## src/rtl/circuito_jogo_sequencia_if.sv

```systemverilog
// Game I/O bundle for circuito_jogo_sequencia.
// The master side (board or bench) drives the player inputs.
// The slave side (the game) drives the result and debug outputs.
interface circuito_jogo_sequencia_if #(
    parameter int N_CHAVES = 4,
    parameter int DEPTH    = 16
);
    localparam int AW = $clog2(DEPTH);

    logic                iniciar;
    logic                nivel;
    logic [N_CHAVES-1:0] chaves;
    logic                acertou;
    logic                errou;
    logic                timeout;
    logic                pronto;
    logic [N_CHAVES-1:0] leds;
    logic [3:0]          db_estado;
    logic [AW-1:0]       db_rodada;
    logic [AW-1:0]       db_endereco;
    logic [N_CHAVES-1:0] db_memoria;
    logic [N_CHAVES-1:0] db_jogada;
    logic                db_meio_tempo;
    logic                db_nivel;

    modport master (
        output iniciar, nivel, chaves,
        input  acertou, errou, timeout, pronto, leds,
        input  db_estado, db_rodada, db_endereco, db_memoria,
        input  db_jogada, db_meio_tempo, db_nivel
    );

    modport slave (
        input  iniciar, nivel, chaves,
        output acertou, errou, timeout, pronto, leds,
        output db_estado, db_rodada, db_endereco, db_memoria,
        output db_jogada, db_meio_tempo, db_nivel
    );
endinterface

```

## src/rtl/circuito_jogo_sequencia.sv

```systemverilog
// Growing-sequence memory game: round r asks the player to repeat
// sequence positions 0..r, with a per-move timeout and two game lengths.
// Optional LED playback of the sequence at the start of each round is
// built in when CIRCUITO_JOGO_SEQUENCIA_MOSTRA_EN is defined.
module circuito_jogo_sequencia #(
    parameter int N_CHAVES = 4,
    parameter int DEPTH    = 16,
    parameter int TIMEOUT  = 5000,
    parameter int SEED     = 0,
    parameter int SHOW     = 1000
) (
    input logic                      clock,
    input logic                      reset,
    circuito_jogo_sequencia_if.slave bus
);
    localparam int AW = $clog2(DEPTH);
    localparam int TW = (TIMEOUT > 1) ? $clog2(TIMEOUT) : 1;

    localparam logic [TW-1:0] TEMPO_MAX    = TW'(TIMEOUT - 1);
    localparam logic [TW-1:0] TEMPO_MEIO   = TW'(TIMEOUT / 2);
    localparam logic [AW-1:0] ULTIMA_CURTA = AW'(DEPTH / 2 - 1);
    localparam logic [AW-1:0] ULTIMA_LONGA = AW'(DEPTH - 1);

    // Reject parameter sets the counters cannot represent.
    if (DEPTH < 4 || (DEPTH & (DEPTH - 1)) != 0) begin : g_depth_invalid
        $error("DEPTH must be a power of 2 and at least 4");
    end
    if (SHOW < 1) begin : g_show_invalid
        $error("SHOW must be at least 1");
    end

    typedef enum logic [3:0] {
        INICIAL        = 4'd0,
        PREPARA        = 4'd1,
        INICIO_RODADA  = 4'd2,
        ESPERA         = 4'd3,
        REGISTRA       = 4'd4,
        COMPARA        = 4'd5,
        PROXIMA        = 4'd6,
        ULTIMA_CHECK   = 4'd7,
        PROXIMA_RODADA = 4'd8,
        MOSTRA         = 4'd9,
        FIM_ACERTO     = 4'd10,
        FIM_ERRO       = 4'd14,
        FIM_TIMEOUT    = 4'd15
    } estado_t;

    // Sequence ROM: position i lights key (3*i + SEED) mod N_CHAVES.
    function automatic logic [N_CHAVES-1:0] rom_word(input logic [AW-1:0] addr);
        int idx;
        idx      = (3 * int'(addr) + SEED) % N_CHAVES;
        rom_word = N_CHAVES'(1) << idx;
    endfunction

    estado_t             estado;
    logic [N_CHAVES-1:0] chaves_q;
    logic [N_CHAVES-1:0] jogada;
    logic [AW-1:0]       endereco;
    logic [AW-1:0]       rodada;
    logic [TW-1:0]       tempo;
    logic                nivel_reg;
    logic                pronto_r;
    logic                acertou_r;
    logic                errou_r;
    logic                timeout_r;
    logic [N_CHAVES-1:0] memoria;
    logic [AW-1:0]       ultima;
    logic                jogada_feita;

`ifdef CIRCUITO_JOGO_SEQUENCIA_MOSTRA_EN
    localparam int SW = (SHOW > 1) ? $clog2(SHOW) : 1;
    localparam logic [SW-1:0] MOSTRA_MAX = SW'(SHOW - 1);

    logic [SW-1:0] mostra_cnt;
    logic          mostra_apagado;
`endif

    assign memoria = rom_word(endereco);
    assign ultima  = nivel_reg ? ULTIMA_LONGA : ULTIMA_CURTA;

    // A press is the first cycle a key appears after all keys were released,
    // so a held key yields exactly one event.
    assign jogada_feita = (bus.chaves != '0) && (chaves_q == '0);

    // Previous-cycle key snapshot for press edge detection.
    always_ff @(posedge clock or negedge reset) begin
        if (!reset) begin
            chaves_q <= '0;
        end else begin
            chaves_q <= bus.chaves;
        end
    end

    // Game controller with its datapath registers and registered result flags.
    always_ff @(posedge clock or negedge reset) begin
        if (!reset) begin
            estado    <= INICIAL;
            jogada    <= '0;
            endereco  <= '0;
            rodada    <= '0;
            tempo     <= '0;
            nivel_reg <= 1'b0;
            pronto_r  <= 1'b0;
            acertou_r <= 1'b0;
            errou_r   <= 1'b0;
            timeout_r <= 1'b0;
`ifdef CIRCUITO_JOGO_SEQUENCIA_MOSTRA_EN
            mostra_cnt     <= '0;
            mostra_apagado <= 1'b0;
`endif
        end else begin
            case (estado)
                INICIAL: begin
                    if (bus.iniciar) estado <= PREPARA;
                end
                PREPARA: begin
                    rodada    <= '0;
                    endereco  <= '0;
                    jogada    <= '0;
                    tempo     <= '0;
                    nivel_reg <= bus.nivel;
                    estado    <= INICIO_RODADA;
                end
                INICIO_RODADA: begin
                    endereco <= '0;
                    tempo    <= '0;
`ifdef CIRCUITO_JOGO_SEQUENCIA_MOSTRA_EN
                    mostra_cnt     <= '0;
                    mostra_apagado <= 1'b0;
                    estado         <= MOSTRA;
`else
                    estado   <= ESPERA;
`endif
                end
`ifdef CIRCUITO_JOGO_SEQUENCIA_MOSTRA_EN
                MOSTRA: begin
                    // Each step is lit for SHOW cycles, then dark for SHOW cycles.
                    if (mostra_cnt == MOSTRA_MAX) begin
                        mostra_cnt <= '0;
                        if (!mostra_apagado) begin
                            mostra_apagado <= 1'b1;
                        end else begin
                            mostra_apagado <= 1'b0;
                            if (endereco == rodada) begin
                                endereco <= '0;
                                tempo    <= '0;
                                estado   <= ESPERA;
                            end else begin
                                endereco <= endereco + AW'(1);
                            end
                        end
                    end else begin
                        mostra_cnt <= mostra_cnt + SW'(1);
                    end
                end
`endif
                ESPERA: begin
                    // Saturate at the last allowed cycle so the counter never wraps.
                    if (tempo != TEMPO_MAX) tempo <= tempo + TW'(1);
                    if (jogada_feita) begin
                        estado <= REGISTRA;
                    end else if (tempo == TEMPO_MAX) begin
                        estado    <= FIM_TIMEOUT;
                        pronto_r  <= 1'b1;
                        errou_r   <= 1'b1;
                        timeout_r <= 1'b1;
                    end
                end
                REGISTRA: begin
                    jogada <= bus.chaves;
                    tempo  <= '0;
                    estado <= COMPARA;
                end
                COMPARA: begin
                    // Multi-key moves never equal a one-hot ROM word.
                    if (jogada != memoria) begin
                        estado   <= FIM_ERRO;
                        pronto_r <= 1'b1;
                        errou_r  <= 1'b1;
                    end else if (endereco == rodada) begin
                        estado <= ULTIMA_CHECK;
                    end else begin
                        estado <= PROXIMA;
                    end
                end
                PROXIMA: begin
                    endereco <= endereco + AW'(1);
                    estado   <= ESPERA;
                end
                ULTIMA_CHECK: begin
                    if (rodada == ultima) begin
                        estado    <= FIM_ACERTO;
                        pronto_r  <= 1'b1;
                        acertou_r <= 1'b1;
                    end else begin
                        estado <= PROXIMA_RODADA;
                    end
                end
                PROXIMA_RODADA: begin
                    rodada <= rodada + AW'(1);
                    estado <= INICIO_RODADA;
                end
                FIM_ACERTO, FIM_ERRO, FIM_TIMEOUT: begin
                    // Flags drop together with leaving the final state.
                    if (bus.iniciar) begin
                        estado    <= PREPARA;
                        pronto_r  <= 1'b0;
                        acertou_r <= 1'b0;
                        errou_r   <= 1'b0;
                        timeout_r <= 1'b0;
                    end
                end
                default: begin
                    estado <= INICIAL;
                end
            endcase
        end
    end

`ifdef CIRCUITO_JOGO_SEQUENCIA_MOSTRA_EN
    assign bus.leds = (estado == MOSTRA) ? (mostra_apagado ? '0 : memoria) : jogada;
`else
    assign bus.leds = jogada;
`endif

    assign bus.pronto        = pronto_r;
    assign bus.acertou       = acertou_r;
    assign bus.errou         = errou_r;
    assign bus.timeout       = timeout_r;
    assign bus.db_estado     = estado;
    assign bus.db_rodada     = rodada;
    assign bus.db_endereco   = endereco;
    assign bus.db_memoria    = memoria;
    assign bus.db_jogada     = jogada;
    assign bus.db_meio_tempo = (tempo >= TEMPO_MEIO);
    assign bus.db_nivel      = nivel_reg;
endmodule
```

## src/flat_wrapper.sv

```systemverilog
// flat-port wrapper written by rule: the top's interface ports become plain ports
module circuito_jogo_sequencia_flat 
#(
    parameter int N_CHAVES = 4,
    parameter int DEPTH    = 16,
    parameter int TIMEOUT  = 5000,
    parameter int SEED     = 0,
    parameter int SHOW     = 1000
)
  (clock, reset, bus_iniciar, bus_nivel, bus_chaves, bus_acertou, bus_errou, bus_timeout, bus_pronto, bus_leds, bus_db_estado, bus_db_rodada, bus_db_endereco, bus_db_memoria, bus_db_jogada, bus_db_meio_tempo, bus_db_nivel);
  circuito_jogo_sequencia_if #(.N_CHAVES(N_CHAVES), .DEPTH(DEPTH)) bus_i ();
  input logic clock;
  input logic reset;
  input wire logic [$bits(bus_i.iniciar)-1:0] bus_iniciar;
  input wire logic [$bits(bus_i.nivel)-1:0] bus_nivel;
  input wire logic [$bits(bus_i.chaves)-1:0] bus_chaves;
  output wire logic [$bits(bus_i.acertou)-1:0] bus_acertou;
  output wire logic [$bits(bus_i.errou)-1:0] bus_errou;
  output wire logic [$bits(bus_i.timeout)-1:0] bus_timeout;
  output wire logic [$bits(bus_i.pronto)-1:0] bus_pronto;
  output wire logic [$bits(bus_i.leds)-1:0] bus_leds;
  output wire logic [$bits(bus_i.db_estado)-1:0] bus_db_estado;
  output wire logic [$bits(bus_i.db_rodada)-1:0] bus_db_rodada;
  output wire logic [$bits(bus_i.db_endereco)-1:0] bus_db_endereco;
  output wire logic [$bits(bus_i.db_memoria)-1:0] bus_db_memoria;
  output wire logic [$bits(bus_i.db_jogada)-1:0] bus_db_jogada;
  output wire logic [$bits(bus_i.db_meio_tempo)-1:0] bus_db_meio_tempo;
  output wire logic [$bits(bus_i.db_nivel)-1:0] bus_db_nivel;
  assign bus_i.iniciar = bus_iniciar;
  assign bus_i.nivel = bus_nivel;
  assign bus_i.chaves = bus_chaves;
  assign bus_acertou = bus_i.acertou;
  assign bus_errou = bus_i.errou;
  assign bus_timeout = bus_i.timeout;
  assign bus_pronto = bus_i.pronto;
  assign bus_leds = bus_i.leds;
  assign bus_db_estado = bus_i.db_estado;
  assign bus_db_rodada = bus_i.db_rodada;
  assign bus_db_endereco = bus_i.db_endereco;
  assign bus_db_memoria = bus_i.db_memoria;
  assign bus_db_jogada = bus_i.db_jogada;
  assign bus_db_meio_tempo = bus_i.db_meio_tempo;
  assign bus_db_nivel = bus_i.db_nivel;
  circuito_jogo_sequencia #(.N_CHAVES(N_CHAVES), .DEPTH(DEPTH), .TIMEOUT(TIMEOUT), .SEED(SEED), .SHOW(SHOW)) u_core (.clock(clock), .reset(reset), .bus(bus_i));
endmodule
```

## config.mk

```make
export PLATFORM = sky130hd
export DESIGN_NAME = circuito_jogo_sequencia_flat
export DESIGN_NICKNAME = d
export VERILOG_FILES = /design/src/rtl/circuito_jogo_sequencia_if.sv /design/src/rtl/circuito_jogo_sequencia.sv /design/src/flat_wrapper.sv
export SDC_FILE = /design/constraint.sdc
export NUM_CORES = 1
export LEC_CHECK = 0
export BUFFER_PORTS_ARGS = -buffer_cell sky130_fd_sc_hd__buf_2
export CAP_MARGIN = 15
export CORE_ASPECT_RATIO = 1.2
export CORE_MARGIN = 5
export CORE_UTILIZATION = 40
export CTS_BUF_LIST = sky130_fd_sc_hd__clkbuf_2 sky130_fd_sc_hd__clkbuf_4 sky130_fd_sc_hd__clkbuf_8
export CTS_CLUSTER_DIAMETER = 100
export CTS_CLUSTER_SIZE = 14
export DETAILED_ROUTE_END_ITERATION = 16
export PLACE_DENSITY_LB_ADDON = 0.08
export SYNTH_ARGS = -nofsm -noshare
export SYNTH_HDL_FRONTEND = slang
export SYNTH_SLANG_ARGS = --single-unit
```

## constraint.sdc

```tcl
create_clock -name clock -period 3.1 [get_ports clock]
set_input_delay 0.62 -clock clock [delete_from_list [all_inputs] [get_ports clock]]
set_output_delay 0.62 -clock clock [all_outputs]
set_load 0.05 [all_outputs]
```

==> reports/summary.md, run 1 <==
• **unrepaired setup endpoints after global routing** false
• **count of routing violations after the opening detailed-route iteration** 96
• **synthesized flop and latch total** 38
• **fin nets** 292
• **Leakage Power** 1.141 nW
• **nets in the synthesized netlist** 262
• **FMAX** 427.7 MHz
• **largest net degree at the start of global routing** 39
• **initial core utilization** 41.57%
• **sequential fraction of the synthesis area** 42.60%
• **worst slew margin relative to its limit** 43.51%
• **cell chosen for the clock root** sky130_fd_sc_hd__clkbuf_8
• **post-CTS setup buffer count** 0
• **cell count after synthesis** 246
• **xor/xnor cell area share of the yosys netlist** 7.063%
• **kind of critical path** register to output port
• **die height** 91.83 um
• **number of max-slew violations in the final report** 0
• **mux cell area share after synthesis** 2.859%
• **Internal Pwr Total** 1.141 mW
• **count of hold buffers inserted by post-cts repair** 0
• **CP Data Arrival Time** 1.72 ns
• **most common cell after layout, fill and taps aside** sky130_fd_sc_hd__dfrtp_1
• **register-to-register path setup slack** 0.97 ns
• **number of flops mapped to enable cells by yosys** 0
• **reg2reg path depth** 6
• **area grow syn2layout** 13.28%
• **vias in the first global route** 1835
• **number of standard-cell rows in the floorplan** 29
• **simple-gate share of the synthesized area** 19.34%
• **Final Util** 47.09%
• **final hold vios** 0
• **ratio of routed vias to standard cells** 5.611
• **number of warnings reported in the yosys synthesis log** 0
• **Worst Setup Slack post-DPL** 0.9647 ns
• **post-cts gate resize count** 0
• **switching share of total power** 51.45%
• **area share of fa/ha/maj cells after synthesis** 4.484%
• **path type of the worst min-delay path** primary input to async pin
• **Most used DFF post-synth** sky130_fd_sc_hd__dfrtp_1
• **clock tree sinks** 38
• **overall fraction of global-route tracks in use** 15.37%
• **initial antenna violation count** 0
• **Final Skew** 0.004248 ns
• **worst voltage drop across the vdd grid** 360.4 uV
• **Setup violations, final** 0
• **required time at the worst-slack endpoint** 2.48 ns
• **number of buffers created by CTS** 5
• **Synth Area per Inst** 9.074 um^2
• **area post-placement** 2434 um^2
• **final worst path period share** 75.43%
• **GPL Wtd Cong** 0.8867
• **half-perimeter wire length of the detailed placement result** 3824 um
• **maximum buffer depth of the clock tree** 2
• **Net Switching** 1.210 mW
• **total power divided by cell area** 929.8 nW/um^2
• **drc violations** 0
• **Max H-tree Level** 2
• **Sum Neg Setup Slack** 0 ns
• **most frequent cells in the layout** sky130_fd_sc_hd__dfrtp_1, sky130_fd_sc_hd__buf_2, sky130_fd_sc_hd__nand2_1, sky130_fd_sc_hd__nor2_1, sky130_fd_sc_hd__o21ai_0
• **length of the first detailed-routing pass in iterations** 4
• **max-capacitance violation count** 0
• **per-cell routed wire length** 15.42 um
• **category of the worst setup path launch point** register
• **final antenna diode count** 0
• **largest family of logic cells by synthesized area** simple AND/OR/NAND/NOR gates
• **end of the worst register-to-register path** u_core.bus.db_estado[3]$_DFFE_PN0P_
• **start point of the critical path** u_core.tempo[3]$_DFFE_PN0P_
• **worst hold slack across all endpoints** 0.4265 ns
• **fill cell instance count of the final layout** 517
• **area of the die** 7181 um^2
• **Netlist cell types** 50
• **Final WS setup** 0.7617 ns
• **clock insertion delay at the later pin of the skew report** 0.29 ns
• **Remaining Overflow, GRT** 0
• **floorplan core area** 5370 um^2
• **number of placed I/O pins** 38
• **clock period minus worst slack** 2.338 ns
• **global-route wire length before repair** 8825 um
• **Clk network pwr share** 15.4%
• **post-synthesis compound-gate area fraction** 18.22%
• **CTS tree** built
• **transition time of the tightest slew-check pin** 0.8363 ns
• **detailed-route via count** 1902
• **wire length reported by the detailed router** 5227 um
• **fraction of power consumed by combinational cells** 52.3%
• **FFs w/ async S/R, synth** 100.0%
• **Cell Area, Synth** 2232 um^2
• **Port Buffer Count** 37
• **share of post-route cells with drive strength above 1** 20.22%
• **Max FO, Critical Path** 5
• **status** completed
• **sequential share of power** 32.3%
• **Routed Antenna Nets** 0
• **Clock Pin Slew Worst Setup and Hold Paths** 0.07 ns
• **startpoint of the worst register-to-register path** u_core.bus.db_estado[3]$_DFFE_PN0P_
• **width of the chip** 78.20 um
• **Non-Filler Cell Area, Final** 2529 um^2
• **CP endpoint kind** output port
[worst max-delay path: stages, from the launching register on]
cell                      delay [ns]
sky130_fd_sc_hd__dfrtp_1        0.42
sky130_fd_sc_hd__or3_1          0.39
sky130_fd_sc_hd__o21ai_0        0.18
sky130_fd_sc_hd__nand2_1        0.07
sky130_fd_sc_hd__a21o_1         0.16
sky130_fd_sc_hd__buf_2          0.20
[final cells by class]
| class | instances | area [um^2] | area share [%] |
|---|---|---|---|
| clock buffer | 7 | 90.09 | 3.563 |
| clock inverter | 1 | 5.005 | 0.1979 |
| inverter | 10 | 37.54 | 1.484 |
| multi-input combinational | 181 | 1160 | 45.87 |
| sequential | 38 | 950.9 | 37.61 |
| tap | 62 | 77.57 | 3.068 |
| timing repair buffer | 40 | 207.7 | 8.214 |
[cell usage after synthesis, drive strengths merged (4+ instances only)]
master	number	area, um^2
nand3	7	35.03
nand4	5	31.28
xnor2	17	148.9
dfrtp	38	950.9
nor3	4	20.02
o21ai	22	113.9
a21oi	8	40.04
ha	8	100.1
inv	9	33.78
clkbuf	10	37.54
nand2	27	101.4
a22oi	4	30.03
nor4	8	56.30
buf	7	46.29
o211ai	4	30.03
nor2	22	82.58
[how the worst max path moves through the flow]
stage	to	cells after the start	slack [ns]
6_report	bus_db_meio_tempo	5	0.76
3_5_place_dp	u_core.bus.pronto$_DFFE_PN0P_	4	0.96
4_1_cts	bus_db_meio_tempo	5	0.74
5_1_grt	bus_db_meio_tempo	5	0.66
3_3_place_gp	u_core.bus.errou$_DFFE_PN0P_	4	0.92
2_1_floorplan	u_core.bus.pronto$_DFFE_PN0P_	7	0.85
[state kept, by name (all words and copies together) (netlist names), 4 cells and up]
| name | cells |
|---|---|
| u_core.tempo | 13 |
| u_core.bus.db_jogada | 4 |
| u_core.bus.db_estado | 4 |
| u_core.bus.db_endereco | 4 |
| u_core.bus.db_rodada | 4 |
| u_core.chaves_q | 4 |
[per-stage QoR]
stage	instances	power, mW
after floorplan	246	1.748
after global placement	331	2.003
after detailed placement	331	2.007
after CTS	339	2.375
after global routing	339	2.514
final	339	2.351
[power by group through the flow]
stage | Clock (mW) | Combinational (mW) | Sequential [mW]
final | 0.363 | 1.23 | 0.759
after global routing | 0.394 | 1.33 | 0.785
after CTS | 0.377 | 1.24 | 0.759
after detailed placement | 0 | 1.24 | 0.769
after global placement | 0 | 1.24 | 0.766
after floorplan | 0 | 0.746 | 1.00
[logic make-up after synthesis]
kind of cell,after synthesis
AND/OR/NAND/NOR,88
AO/OA/AOI/OAI,61
flip-flops,38
buffers and inverters,27
XOR/XNOR,18
adder cells (fa/ha/maj),8
multiplexers,6
[routing by layer]
| layer | global-route usage, % | share of wire (%) | vias to the layer above |
|---|---|---|---|
| met5 | 0 | 0 | - |
| met4 | 7.434 | 2.3 | 0 |
| met3 | 3.431 | 5.0 | 13 |
| met2 | 26.00 | 50 | 65 |
| met1 | 18.38 | 43 | 884 |
| li1 | - | - | 940 |
(Power assumes the default switching activity.)
==> run 2, diff against run 1 <==
--- a/config.mk
+++ b/config.mk
@@ -5,6 +5,7 @@
 export SDC_FILE = /design/constraint.sdc
 export NUM_CORES = 1
 export LEC_CHECK = 0
+export ABC_AREA = 1
 export BUFFER_PORTS_ARGS = -buffer_cell sky130_fd_sc_hd__buf_2
 export CAP_MARGIN = 15
 export CORE_ASPECT_RATIO = 1.2
==> constraint.sdc (replaced) <==
create_clock -name clock -period 2.2 [get_ports clock]
set_input_delay 0.44 -clock clock [delete_from_list [all_inputs] [get_ports clock]]
set_output_delay 0.44 -clock clock [all_outputs]
set_load 0.05 [all_outputs]
==> run 2 against run 1 <==
Core utilization is 0.49 points higher. Combinational power is 44% higher. Via count is 15% higher. Worst setup slack worse by 0.48 ns. Clock power is 41% higher. Worst hold slack worse by 0.24 ns. Final cell count is 36% higher. Critical endpoint unchanged.
==> reports/summary.md, run 2 <==
• **status** completed
• **maximum buffer depth of the clock tree** 2, unchanged
• **count of hold buffers inserted by post-cts repair** 0, unchanged
• **clock tree sinks** 38, unchanged
• **cell chosen for the clock root** sky130_fd_sc_hd__clkbuf_8
• **final hold vios** 0, unchanged
• **fin nets** 395, +35%
• **floorplan core area** 5743 um^2, +6.9%
• **share of post-route cells with drive strength above 1** 16.58%, -3.6 points
• **top cell type by total area after synthesis** sky130_fd_sc_hd__dfrtp_1
• **FFs w/ async S/R, synth** 100.0%, unchanged
• **post-cts gate resize count** 0, unchanged
• **transition time of the tightest slew-check pin** 0.5056 ns, -0.3308 ns
• **number of placed I/O pins** 38, unchanged
• **count of routing violations after the opening detailed-route iteration** 71, -26%
• **ratio of routed vias to standard cells** 4.754, -15%
• **Port Buffer Count** 37, unchanged
• **final worst path period share** 87.04%
• **Most used DFF post-synth** sky130_fd_sc_hd__dfrtp_1
• **Worst Setup Slack post-DPL** 0.4567 ns, -0.5080 ns
• **die height** 94.61 um, +3.0%
• **half-perimeter wire length of the detailed placement result** 4673 um, +22%
• **wire length on met3** 175 um, -33%
• **most common cell after layout, fill and taps aside** sky130_fd_sc_hd__nand2_1
• **required time at the worst-slack endpoint** 1.76 ns, -0.72 ns
• **number of standard-cell rows in the floorplan** 30, +3.4%
• **FMAX** 522.2 MHz
• **detailed-route via count** 2187, +15%
• **Remaining Overflow, GRT** 0, unchanged
• **most common cell in the synthesized netlist** sky130_fd_sc_hd__nand2_1
• **initial core utilization** 41.55%, about the same
• **most flop-heavy register** u_core.tempo
• **area of the die** 7616 um^2, +6.1%
• **Routed Antenna Nets** 0, unchanged
• **sequential fraction of the synthesis area** 39.85%, -2.7 points
• **number of flops mapped to enable cells by yosys** 0, unchanged
• **length of the first detailed-routing pass in iterations** 4, unchanged
• **max reg flops** 13, unchanged
• **clock period minus worst slack** 1.915 ns
• **CP endpoint kind** output port
• **Final Skew** 0.006433 ns, +0.002185 ns
• **Max FO, Critical Path** 6, +1
• **number of buffers created by CTS** 5, unchanged
• **CTS tree** built
• **met2 WL post-DR** 3101 um, +20%
• **GPL Wtd Cong** 0.9020, +1.7%
• **category of the worst setup path launch point** register
• **wire length reported by the detailed router** 5806 um, +11%
• **Leakage Power** 1.420 nW, +24%
• **area grow syn2layout** 14.53%
• **M1 WL** 2362 um, +4.8%
• **synthesized flop and latch total** 38, unchanged
• **kind of critical path** register to output port
• **max-capacitance violation count** 0, unchanged
• **drc violations** 0, unchanged
• **Sum Neg Setup Slack** 0 ns, unchanged
• **Clock Pin Slew Worst Setup and Hold Paths** 0.08 ns, about the same
• **initial antenna violation count** 0, unchanged
• **global-route wire length before repair** 10010 um, +13%
• **worst voltage drop across the vdd grid** 747.6 uV, +110%
• **post-CTS setup buffer count** 0, unchanged
• **path type of the worst min-delay path** primary input to async pin
• **Max H-tree Level** 2, unchanged
• **uppermost layer routed** met4
• **CP Data Arrival Time** 1.47 ns, -0.25 ns
• **Final WS setup** 0.2850 ns, -0.4766 ns
• **share of the synthesized area in the top cell type** 39.85%, -2.7 points
• **worst slew margin relative to its limit** 66.30%, +23 points
• **overall fraction of global-route tracks in use** 16.89%, +1.5 points
• **most frequent cells in the layout** sky130_fd_sc_hd__nand2_1, sky130_fd_sc_hd__inv_1, sky130_fd_sc_hd__nor2_1, sky130_fd_sc_hd__dfrtp_1, sky130_fd_sc_hd__buf_2
• **number of max-slew violations in the final report** 0, unchanged
• **cell count after synthesis** 339, +38%
• **Netlist cell types** 28, -44%
• **nets in the synthesized netlist** 355, +35%
• **total power divided by cell area** 1186 nW/um^2, +28%
• **final antenna diode count** 0, unchanged
• **largest net degree at the start of global routing** 39, unchanged
• **Cell Area, Synth** 2386 um^2, +6.9%
• **Synth Area per Inst** 7.038 um^2, -22%
• **largest cells by area after synthesis** sky130_fd_sc_hd__dfrtp_1, sky130_fd_sc_hd__nand2_1, sky130_fd_sc_hd__inv_1
• **vias in the first global route** 2213, +21%
• **unrepaired setup endpoints after global routing** false
• **per-cell routed wire length** 12.62 um, -18%
• **Setup violations, final** 0, unchanged
• **number of warnings reported in the yosys synthesis log** 0, unchanged
• **width of the chip** 80.51 um, +3.0%
• **clock insertion delay at the later pin of the skew report** 0.29 ns, about the same
• **synth cell count leaders** sky130_fd_sc_hd__nand2_1, sky130_fd_sc_hd__inv_1, sky130_fd_sc_hd__nor2_1
run 2: cell types whose count changed in the layout (fill, tap and decap cells not counted), moves of 7 or more:
cell / change
sky130_fd_sc_hd__xnor2_1: -15
sky130_fd_sc_hd__o21ai_1: +10
sky130_fd_sc_hd__o21ai_0: -7
sky130_fd_sc_hd__nand2_1: +69
sky130_fd_sc_hd__inv_1: +38
sky130_fd_sc_hd__inv_2: +7
sky130_fd_sc_hd__nand3_1: +25
sky130_fd_sc_hd__nor2_1: +18
sky130_fd_sc_hd__nor4_1: -7
run 2: kinds of logic (layout without fill, tap and decap cells):
kind of cell / Yosys count / after routing / share of synthesized area (%)
buffers and inverters: 60 / 101 / 10.49
xor gates and xnor gates: 6 / 6 / 2.202
AOI/OAI and AO/OA: 41 / 41 / 9.649
adders and majority gates: 8 / 8 / 4.195
and+or+nand+nor: 186 / 186 / 33.61
DFF: 38 / 38 / 39.85
run 2: metal layers:
metal  global-route usage, %  vias up
met5                       0        -
met4                   7.465        0
met3                   3.149       18
met2                   30.52       42
met1                   19.09      975
li1                        -     1152
run 2: through the flow:
stage               utilization, %  cells  area, um^2  power, mW  hold WS, ns
finish                       47.58    460        2733      3.240       0.1821
floorplan                        -    339        2386      2.389       0.1444
detailed placement           45.93    452        2638      2.758       0.4790
global placement             45.93    452        2638      2.750       0.4904
CTS                          47.58    460        2733      3.282       0.2161
global route                 47.58    460        2733      3.498       0.2383
run 2: final timing paths:
path | cells after the start | startpoint | end | slack, ns
hold / removal | 2 | reset | u_core.tempo[7]$_DFFE_PN0P_ | 0.18
hold reg to reg | 2 | u_core.bus.pronto$_DFFE_PN0P_ | u_core.bus.pronto$_DFFE_PN0P_ | 0.50
min in group clock | 1 | bus_chaves[3] | u_core.chaves_q[3]$_DFF_PN0_ | 0.26
setup / recovery | 5 | u_core.tempo[7]$_DFFE_PN0P_ | bus_db_meio_tempo | 0.29
setup reg to reg | 10 | u_core.tempo[0]$_DFFE_PN0P_ | u_core.tempo[12]$_DFFE_PN0P_ | 0.45
max in group asynchronous | 2 | reset | u_core.bus.db_estado[1]$_DFFE_PN0P_ | 1.64
run 2: cell type report:
class	count	area (um^2)
clock buffers	7	90.09
clock inverters	1	5.005
fillers	604	3010
inverters	55	209.0
multi-input cells	241	1185
flip-flops and latches	38	950.9
well taps	80	100.1
repair buffers	38	192.7
run 2: worst max-delay path, stage by stage, from the launching register on:
cell	delay [ns]
sky130_fd_sc_hd__dfrtp_1	0.43
sky130_fd_sc_hd__nand2_1	0.13
sky130_fd_sc_hd__nor2_1	0.12
sky130_fd_sc_hd__a211oi_1	0.08
sky130_fd_sc_hd__o21bai_1	0.14
sky130_fd_sc_hd__buf_2	0.28
run 2: power breakdown:
group | internal [mW] | switching, mW
Combinational | 0.449 | 1.32
Clock | 0.265 | 0.247
Sequential | 0.817 | 0.143
Total | 1.53 | 1.71
==> run 3, diff against run 2 <==
--- a/config.mk
+++ b/config.mk
@@ -8,7 +8,7 @@
 export ABC_AREA = 1
 export BUFFER_PORTS_ARGS = -buffer_cell sky130_fd_sc_hd__buf_2
 export CAP_MARGIN = 15
-export CORE_ASPECT_RATIO = 1.2
+export CORE_ASPECT_RATIO = 1.25
 export CORE_MARGIN = 5
 export CORE_UTILIZATION = 40
 export CTS_BUF_LIST = sky130_fd_sc_hd__clkbuf_2 sky130_fd_sc_hd__clkbuf_4 sky130_fd_sc_hd__clkbuf_8
==> run 3 against run 2 <==
Clock skew is 0.00066 ns lower. Final cell count is 3.0% lower. Critical endpoint unchanged. Worst setup slack better by 0.026 ns. Non-clock buffer count is 1 higher. Largest power group unchanged. First-iteration DRC count is 11% higher. Power is 1.3% lower. Register-to-register slack better by 0.03 ns. Worst hold slack worse by 0.085 ns. Via count is 1.1% higher. Highest routed layer unchanged. Count of clock-buffer cells in the layout stayed put. Wire length is 2.6% higher. Flip-flop and latch count stayed put. Critical path type unchanged.
==> reports/summary.md, run 3 (same netlist as run 2, synthesis figures left out) <==
• **overall fraction of global-route tracks in use** 17.07%, +0.18 points
• **wire length on met3** 172 um, -1.7%
• **CTS tree** built
• **Non-Filler Cell Area, Final** 2711 um^2, -0.78%
• **CP Data Arrival Time** 1.45 ns, -0.02 ns
• **width of the chip** 79.08 um, -1.8%
• **CP endpoint kind** output port
• **post-CTS setup buffer count** 0, unchanged
• **per-cell routed wire length** 13.35 um, +5.8%
• **Clock Pin Slew Worst Setup and Hold Paths** 0.07 ns, about the same
• **Max FO, Critical Path** 7, +1
• **final worst path period share** 85.88%, -1.2 points
• **Port Buffer Count** 37, unchanged
• **CP max-delay cell** sky130_fd_sc_hd__dfrtp_1
• **most common cell after layout, fill and taps aside** sky130_fd_sc_hd__nand2_1
• **area of the die** 7619 um^2, about the same
• **number of standard-cell rows in the floorplan** 31, +3.3%
• **Final Util** 46.60%, -0.98 points
• **final hold vios** 0, unchanged
• **Slowest Stage Delay on Critical Path** 0.42 ns, about the same
• **crit path buf inv count** 2, +1
• **clock period minus worst slack** 1.889 ns, -0.02572 ns
• **worst voltage drop across the vdd grid** 563.8 uV, -25%
• **Remaining Overflow, GRT** 0, unchanged
• **area grow syn2layout** 13.63%
• **initial antenna violation count** 0, unchanged
• **unrepaired setup endpoints after global routing** false
• **uppermost layer routed** met4
• **status** completed
• **transition time of the tightest slew-check pin** 0.4603 ns, -0.04528 ns
• **met2 WL post-DR** 3244 um, +4.6%
• **die height** 96.35 um, +1.8%
• **Leakage Power** 1.418 nW, -0.12%
• **Final Skew** 0.005775 ns, -0.0006586 ns
• **number of placed I/O pins** 38, unchanged
• **M1 WL** 2419 um, +2.4%
• **floorplan core area** 5818 um^2, +1.3%
• **drc violations** 0, unchanged
• **kind of critical path** register to output port
• **share of post-route cells with drive strength above 1** 16.58%, unchanged
• **CP Cell Sequence** inv_2 -> nand4_1 -> a211oi_1 -> o21bai_1 -> buf_2
• **cell family with most CP delay** flip-flops
• **Max H-tree Level** 2, unchanged
• **largest net degree at the start of global routing** 21, -46%
• **count of hold buffers inserted by post-cts repair** 0, unchanged
• **wire length reported by the detailed router** 5956 um, +2.6%
• **number of buffers created by CTS** 5, unchanged
• **ratio of routed vias to standard cells** 4.955, +4.2%
• **clock tree sinks** 38, unchanged
• **post-cts gate resize count** 0, unchanged
• **number of max-slew violations in the final report** 0, unchanged
• **required time at the worst-slack endpoint** 1.76 ns, about the same
• **FMAX** 529.3 MHz, +1.4%
• **vias in the first global route** 2189, -1.1%
• **most frequent cells in the layout** sky130_fd_sc_hd__nand2_1, sky130_fd_sc_hd__inv_1, sky130_fd_sc_hd__nor2_1, sky130_fd_sc_hd__dfrtp_1, sky130_fd_sc_hd__buf_2
• **global-route wire length before repair** 10180 um, +1.7%
• **max reg flops** 13, unchanged
• **final antenna diode count** 0, unchanged
• **maximum buffer depth of the clock tree** 2, unchanged
• **clock insertion delay at the later pin of the skew report** 0.29 ns, about the same
• **count of routing violations after the opening detailed-route iteration** 79, +11%
• **length of the first detailed-routing pass in iterations** 4, unchanged
• **category of the worst setup path launch point** register
• **path type of the worst min-delay path** primary input to async pin
• **GPL Wtd Cong** 0.8985, -0.39%
• **fin nets** 396, +0.25%
• **initial core utilization** 41.01%, -0.54 points
• **Routed Antenna Nets** 0, unchanged
• **worst slew margin relative to its limit** 69.31%, +3.0 points
• **half-perimeter wire length of the detailed placement result** 4876 um, +4.3%
• **area post-placement** 2628 um^2, -0.38%
• **detailed-route via count** 2210, +1.1%
• **Sum Neg Setup Slack** 0 ns, unchanged
• **most flop-heavy register** u_core.tempo
• **cell chosen for the clock root** sky130_fd_sc_hd__clkbuf_8
• **Setup violations, final** 0, unchanged
• **total power divided by cell area** 1180 nW/um^2, -0.50%
• **max-capacitance violation count** 0, unchanged
==> run 3: changes by cell type in the layout (fill, tap and decap cells not counted) <==
cell / previous run / this run
sky130_fd_sc_hd__buf_4: 1 / 2
sky130_fd_sc_hd__clkbuf_4: 1 / 2
sky130_fd_sc_hd__clkbuf_8: 6 / 5
sky130_fd_sc_hd__clkinv_2: 1 / 0
==> run 3: layout make-up <==
type	count	area, um^2
fillers	636	3107
multi-input cells	241	1185
flip-flops and latches	38	950.9
inverters	55	209.0
repair buffers	39	200.2
clock buffers	7	83.83
well taps	66	82.58
==> run 3: path summary, 6_finish.rpt <==
path	start	endpoint	depth (start not counted)	slack [ns]
max in group asynchronous	reset	u_core.bus.db_endereco[3]$_DFFE_PN0P_	2	1.59
min	reset	u_core.tempo[5]$_DFFE_PN0P_	1	0.1
min reg2reg	u_core.bus.timeout$_DFFE_PN0P_	u_core.bus.timeout$_DFFE_PN0P_	2	0.51
max	u_core.tempo[3]$_DFFE_PN0P_	bus_db_meio_tempo	5	0.31
max reg2reg	u_core.tempo[0]$_DFFE_PN0P_	u_core.tempo[12]$_DFFE_PN0P_	10	0.48
min in group clock	bus_chaves[0]	u_core.chaves_q[0]$_DFF_PN0_	1	0.27
==> run 3: where the power goes <==
part / leakage [nW] / switching [mW] / internal [mW]
clock network: 0.0452 / 0.229 / 0.243
registers: 0.502 / 0.150 / 0.817
logic: 0.871 / 1.31 / 0.449
==> run 3: metal layers <==
layer | vias up | global-route usage, %
met4 | 0 | 5.731
met1 | 1011 | 18.73
met2 | 38 | 32.87
met5 | - | 0
met3 | 12 | 2.996
li1 | 1149 | -
==> run 3: stage by stage <==
step	hold WS [ns]	cells	power, mW	worst slack, ns
final	0.09686	446	3.199	0.3107
after global routing	0.1294	446	3.473	0.1541
after CTS	0.1266	446	3.246	0.2977
after detailed placement	0.4337	439	2.764	0.4736
after global placement	0.4271	439	2.752	0.5219
after floorplan	0.1444	339	2.389	0.1440
==> run 3: worst register-to-register path, cell delays in order (launching register included) <==
cell and delay, ns:
sky130_fd_sc_hd__dfrtp_1 0.42, sky130_fd_sc_hd__ha_1 0.23, sky130_fd_sc_hd__nand2_1 0.11, sky130_fd_sc_hd__nor2_1 0.13, sky130_fd_sc_hd__nand3_2 0.14, sky130_fd_sc_hd__nand2_4 0.11
sky130_fd_sc_hd__inv_4 0.06, sky130_fd_sc_hd__nor2_8 0.20, sky130_fd_sc_hd__inv_2 0.10, sky130_fd_sc_hd__nand2_1 0.08, sky130_fd_sc_hd__nand2_1 0.04
